===== config.mk =====
export PLATFORM = sky130hd
export DESIGN_NAME = sigmoid
export DESIGN_NICKNAME = d
export VERILOG_FILES = /design/src/rtl/sigmoid.sv
export SDC_FILE = /design/constraint.sdc
export NUM_CORES = 1
export LEC_CHECK = 0
export BUFFER_PORTS_ARGS = -buffer_cell sky130_fd_sc_hd__buf_4
export CAP_MARGIN = 20
export CORE_ASPECT_RATIO = 0.5
export CORE_MARGIN = 3
export CORE_UTILIZATION = 55
export CTS_CLUSTER_DIAMETER = 60
export DETAILED_ROUTE_END_ITERATION = 10
export PLACE_DENSITY = 0.79
export SLEW_MARGIN = 10
export SYNTH_ARGS = -nofsm -noshare
export SYNTH_HDL_FRONTEND = slang
export SYNTH_SLANG_ARGS = --single-unit

===== constraint.sdc =====
create_clock -name clk -period 7.45 [get_ports clk]
set_input_delay 1.1175 -clock clk [delete_from_list [all_inputs] [get_ports clk]]
set_output_delay 1.1175 -clock clk [all_outputs]
set_load 0.01 [all_outputs]

===== src/rtl/sigmoid.sv =====
// FP16 logistic sigmoid using the PLAN piecewise-linear approximation (shift-and-add only).
// Four-stage datapath sequenced by a request/valid handshake FSM.
//
// state     | meaning
// IDLE      | waiting for add_activation, captures neuron_val on exit
// CONVERT   | |x| -> unsigned 3.16 fixed point, saturation detect
// COMPUTE   | piecewise-linear segment evaluation and symmetry fold (1.21 fixed)
// NORMALIZE | leading-one detect and round-to-nearest-even into FP16
// DONE      | outputs loaded on the first edge here, held until request drops
module sigmoid (
    input  logic        clk,
    input  logic        reset_b,
    input  logic [15:0] neuron_val,
    input  logic        add_activation,
    output logic        valid,
    output logic [15:0] result
);

    typedef enum logic [2:0] {IDLE, CONVERT, COMPUTE, NORMALIZE, DONE} state_t;

    state_t      state, state_nxt;
    logic        cap_en, cvt_en, cmp_en, nrm_en, done_st;

    logic [15:0] x_q;
    logic [18:0] ax_q;
    logic        sat_q;
    logic [21:0] y_q;
    logic [15:0] fp_q;

    logic [4:0]  x_exp;
    logic [18:0] m_ext, ax_c;
    logic        sat_c, nan_c;
    logic [21:0] y_pos, y_c;
    logic [4:0]  msb, sh;
    logic [21:0] mant, rem, half;
    logic        rnd;
    logic [15:0] fp_c;

    always_ff @(posedge clk or posedge reset_b) begin
        if (reset_b) state <= IDLE;
        else         state <= state_nxt;
    end

    always_comb begin
        state_nxt = state;
        case (state)
            IDLE:      if (add_activation) state_nxt = CONVERT;
            CONVERT:   state_nxt = add_activation ? COMPUTE   : IDLE;
            COMPUTE:   state_nxt = add_activation ? NORMALIZE : IDLE;
            NORMALIZE: state_nxt = add_activation ? DONE      : IDLE;
            DONE:      if (!add_activation) state_nxt = IDLE;
            default:   state_nxt = IDLE;
        endcase
    end

    always_comb begin
        cap_en  = (state == IDLE) && add_activation;
        cvt_en  = (state == CONVERT);
        cmp_en  = (state == COMPUTE);
        nrm_en  = (state == NORMALIZE);
        done_st = (state == DONE);
    end

    // Exponent 18+ is already >= 8 (covers Inf); exponent 0 reads as zero.
    always_comb begin
        x_exp = x_q[14:10];
        m_ext = {8'd0, 1'b1, x_q[9:0]};
        if (x_exp == 5'd0)       ax_c = 19'd0;
        else if (x_exp >= 5'd9)  ax_c = m_ext << (x_exp - 5'd9);
        else                     ax_c = m_ext >> (5'd9 - x_exp);
        sat_c = (x_exp >= 5'd18) || (ax_c >= 19'd327680);
        nan_c = (x_exp == 5'd31) && (x_q[9:0] != 10'd0);
    end

    // ax_q is |x| in units of 2^-16, so |x|>>5 in units of 2^-21 is ax_q itself.
    always_comb begin
        if (sat_q)                      y_pos = 22'h200000;
        else if (ax_q >= 19'd155648)    y_pos = {3'd0, ax_q} + 22'd1769472;
        else if (ax_q >= 19'd65536)     y_pos = {1'b0, ax_q, 2'b00} + 22'd1310720;
        else                            y_pos = {ax_q, 3'b000} + 22'd1048576;
        y_c = x_q[15] ? (22'h200000 - y_pos) : y_pos;
    end

    always_comb begin
        msb = 5'd0;
        for (int i = 0; i < 22; i++)
            if (y_q[i]) msb = i[4:0];
        sh   = 5'd0;
        rem  = 22'd0;
        half = 22'd0;
        rnd  = 1'b0;
        if (msb >= 5'd10) begin
            sh   = msb - 5'd10;
            mant = y_q >> sh;
            rem  = y_q & ((22'd1 << sh) - 22'd1);
            half = (22'd1 << sh) >> 1;
            rnd  = (sh != 5'd0) && ((rem > half) || ((rem == half) && mant[0]));
        end else begin
            mant = y_q << (5'd10 - msb);
        end
        // A mantissa carry out of the rounding add rolls into the exponent field.
        if (nan_c)            fp_c = 16'h7E00;
        else if (y_q[21])     fp_c = 16'h3C00;
        else if (msb < 5'd7)  fp_c = 16'h0000;
        else                  fp_c = {1'b0, msb - 5'd6, mant[9:0]} + {15'd0, rnd};
    end

    always_ff @(posedge clk or posedge reset_b) begin
        if (reset_b) begin
            x_q   <= 16'd0;
            ax_q  <= 19'd0;
            sat_q <= 1'b0;
            y_q   <= 22'd0;
            fp_q  <= 16'd0;
        end else begin
            if (cap_en) x_q <= neuron_val;
            if (cvt_en) begin
                ax_q  <= ax_c;
                sat_q <= sat_c;
            end
            if (cmp_en) y_q  <= y_c;
            if (nrm_en) fp_q <= fp_c;
        end
    end

    always_ff @(posedge clk or posedge reset_b) begin
        if (reset_b) begin
            valid  <= 1'b0;
            result <= 16'h0000;
        end else begin
            if (done_st && add_activation && !valid) result <= fp_q;
            valid <= done_st && add_activation;
        end
    end

endmodule


==> summary.md <==
| Metric | Value |
|---|---|
| Non-Filler Instances | 1515 |
| Total CTS buffers | 9 |
| Core area | about 17000 sq um |
| Cell taking the most area after synthesis | dfrtp_1 |
| PortBufs | 35 |
| Area Overhead vs Synth | 11.68% |
| DRC | 0 |
| Clock slew at reported path FFs | 0.07 ns |
| Max_slew headroom | 35.86% |
| Clk buf depth | 2 |
| Ys async rst share | between 90% and 100% |
| Hold Path Stages | 1 |
| Hold path startpoint | fp_q[3] |
| Vias per Instance | roughly 6.7 |
| H-tree depth reported by CTS | 3 |
| First-pass GRT wire length | 49.56 mm |
| Final Max Tran Viols | 0 |
| Least-Margin Pin Slew | about 0.96 ns |
| Worst R2R End | fp_q[10] |
| Die Span Y | 99.98 um |
| GPL Wtd Cong | between 0.9 and 1 |
| Vias | a little over 10000 |
| Largest cells by area after synthesis | dfrtp_1, nand2_1, ha_1 |
| Critical path capture point type | flop |
| Post-synthesis cell area | 9714 sq um |
| Max Cap Violations | 0 |
| CTS tree | done |
| CP Data Arrival Time | between 7 and 8 ns |
| # IOs | 36 |
| Commonest non-fill, non-tap cell in the layout | nand2_1 |
| Avg Inst Size Synth | roughly 7.7 sq um |
| CP Launch Type | flop |
| Antenna violations before repair | 0 |
| Die W | 194.0 um |
| FP Rows | 33 |
| Total grt overflow | 0 |
| Initial Util | 57.66% |
| Final period util | a little over nine tenths |
| Seq/Total Area, Yosys | around 24% |
| Skew-Pair Late Insertion Delay | 0.35 ns |
| CP max-delay cell | a2111oi_0 |
| Worst reg2reg path depth | 33 |
| DRT Wirelength | around 31 mm |
| Critical Path Fanout Max | 18 |
| Placed Cells incl. Taps | approximately 1500 |
| Ys flop type | dfrtp_1 |
| Final setup fails | 0 |
| WL/cell | roughly 21 um |
| Reg2Reg Setup Slack | around 0.42 ns |
| Post-CTS Hold Fix Bufs | 0 |
| Hold endpoint | fp_q[3] |
| Hold Path Class | flop to flop |
| Critical Path Max Stage Delay | between 0.7 and 0.8 ns |
| Run status | complete, no violations |
| WS Path Type | flop to flop |
| # diodes | 0 |
| Crit path time final | between 7 and 8 ns |
| #FFs+latches synth | 94 |
| DR iter-0 viols | 1145 |
| Share of the synthesized area in the top cell type | 24.21% |
| Syn_nets | 1328 |
| DRT Pass-1 Iters | 6 |
| CTS sink count | 94 |
| Die Footprint | 19390 sq um |
| Hold slack | 0.4914 ns |
| WP data required | 7.74 ns |
| Hold Fails Final Rpt | 0 |
| Final ANT Viol Nets | 0 |
| Number of global-route vias before repair | roughly 9000 |
| Max Freq | ~0.14 GHz |
| Synth unique cells | 83 |
| R2R Path Start | y_q[5] |
| Post-DP HPWL | ~24 mm |
| Post-synth EDFFs | 0 |
| Yosys warns | 0 |
| Gr usage total | around a third |
| Mapped Cells | about 1300 |
| Layout Nets | ~1400 |
| Commonest cells after routing, fill and taps aside | nand2_1, nor2_1, buf_4 |
| Root Driver | clkbuf_16 |
| Clock skew | approximately 0.0064 ns |
| Share of cells above drive strength 1 | 16.77% |
| Largest net degree at the start of global routing | 57 |
-- kinds of logic (layout without fill, tap and decap cells) --
kind of cell	after synthesis	after routing	share of synthesized area (%)
and+or+nand+nor	473	473	23.26
AOI/OAI and AO/OA	401	401	27.77
buffers and inverters	126	153	4.997
DFF	94	94	24.21
muxes	74	74	9.441
adders and majority gates	48	48	6.182
xor gates and xnor gates	45	45	4.135
-- how the worst max path moves through the flow --
stage | cells past startpoint | start | endpoint | slack (ns)
after floorplan | 38 | y_q[13] | fp_q[13] | 0.06
after global placement | 34 | y_q[5] | fp_q[13] | 0.41
after global routing | 35 | y_q[8] | fp_q[7] | -0.01
after detailed placement | 34 | y_q[5] | fp_q[13] | 0.06
final | 33 | y_q[5] | fp_q[10] | 0.42
after CTS | 34 | y_q[5] | fp_q[13] | 0.009
-- per-stage QoR --
| stage | area, sq um | setup WS [ns] | utilization (%) | TNS [ns] |
|---|---|---|---|---|
| finish | 10850 | 0.4236 | 64.40 | 0 |
| detailed placement | 10400 | 0.05793 | 61.74 | 0 |
| floorplan | 9714 | 0.06365 | - | 0 |
| global route | 10850 | -0.01260 | 64.40 | -0.01260 |
| global placement | 10400 | 0.4127 | 61.74 | 0 |
| CTS | 10720 | 0.008708 | 63.62 | 0 |
-- area by class of cell --
cell class	count	area (sq um)
clock buffer	10	239.0
timing repair buffer	108	838.3
clock inverter	6	77.57
sequential	94	2355
tap	227	284.0
fill	1465	5997
multi-input combinational	1041	6945
inverter	29	110.1
-- sequential cells by signal, summed over array words and instances (netlist names) --
signal  cells
x_q        16
valid       1
fp_q       16
state       3
y_q        22
result     16
ax_q       19
sat_q       1
-- repair_timing --
action / CTS / global route
setup buffers: 0 / 3
resized for setup: 0 / 15
endpoints found under the setup margin: 0 / 11
-- synth_stat cells (9+ instances only) --
| master | n |
|---|---|
| nor3_1 | 32 |
| a22o_1 | 17 |
| xnor2_1 | 27 |
| ha_1 | 48 |
| or3_1 | 11 |
| and2_1 | 9 |
| xor2_1 | 17 |
| a21o_1 | 9 |
| buf_2 | 10 |
| or2_2 | 12 |
| mux2_2 | 31 |
| a311oi_1 | 11 |
| nand3_1 | 35 |
| clkbuf_1 | 81 |
| nand4_1 | 11 |
| nor4_1 | 13 |
| nand2_1 | 165 |
| nor2_1 | 121 |
| a21boi_0 | 17 |
| nand2b_1 | 16 |
| a31oi_1 | 11 |
| dfrtp_1 | 94 |
| inv_1 | 27 |
| o22ai_1 | 9 |
| o211ai_1 | 12 |
| mux2i_1 | 32 |
| mux4_2 | 11 |
| a21oi_1 | 89 |
| a211oi_1 | 24 |
| o21ai_0 | 104 |
| nor2b_1 | 17 |
-- layer usage --
layer / track usage (%) / share of wire, % / vias up / wire (um)
met5: 0 / 0 / - / 0
met4: 9.096 / 2.5 / 0 / 787
met3: 5.231 / 8.2 / 57 / 2581
met2: 49.70 / 44 / 460 / 13800
met1: 45.15 / 45 / 4864 / 14180
li1: - / - / 4695 / -
-- critical path: cells and delay by family (launching register included) --
family	cells	cell delay [ns]
flip-flops	1	0.47
AND/OR/NAND/NOR	11	1.24
adder cells (fa/ha/maj)	3	0.76
AO/OA/AOI/OAI	12	3.23
buffers and inverters	6	1.08
XOR/XNOR	1	0.21
Power is not shown: default switching activity piles up to over one toggle a cycle in this logic, so the estimate is an artifact.
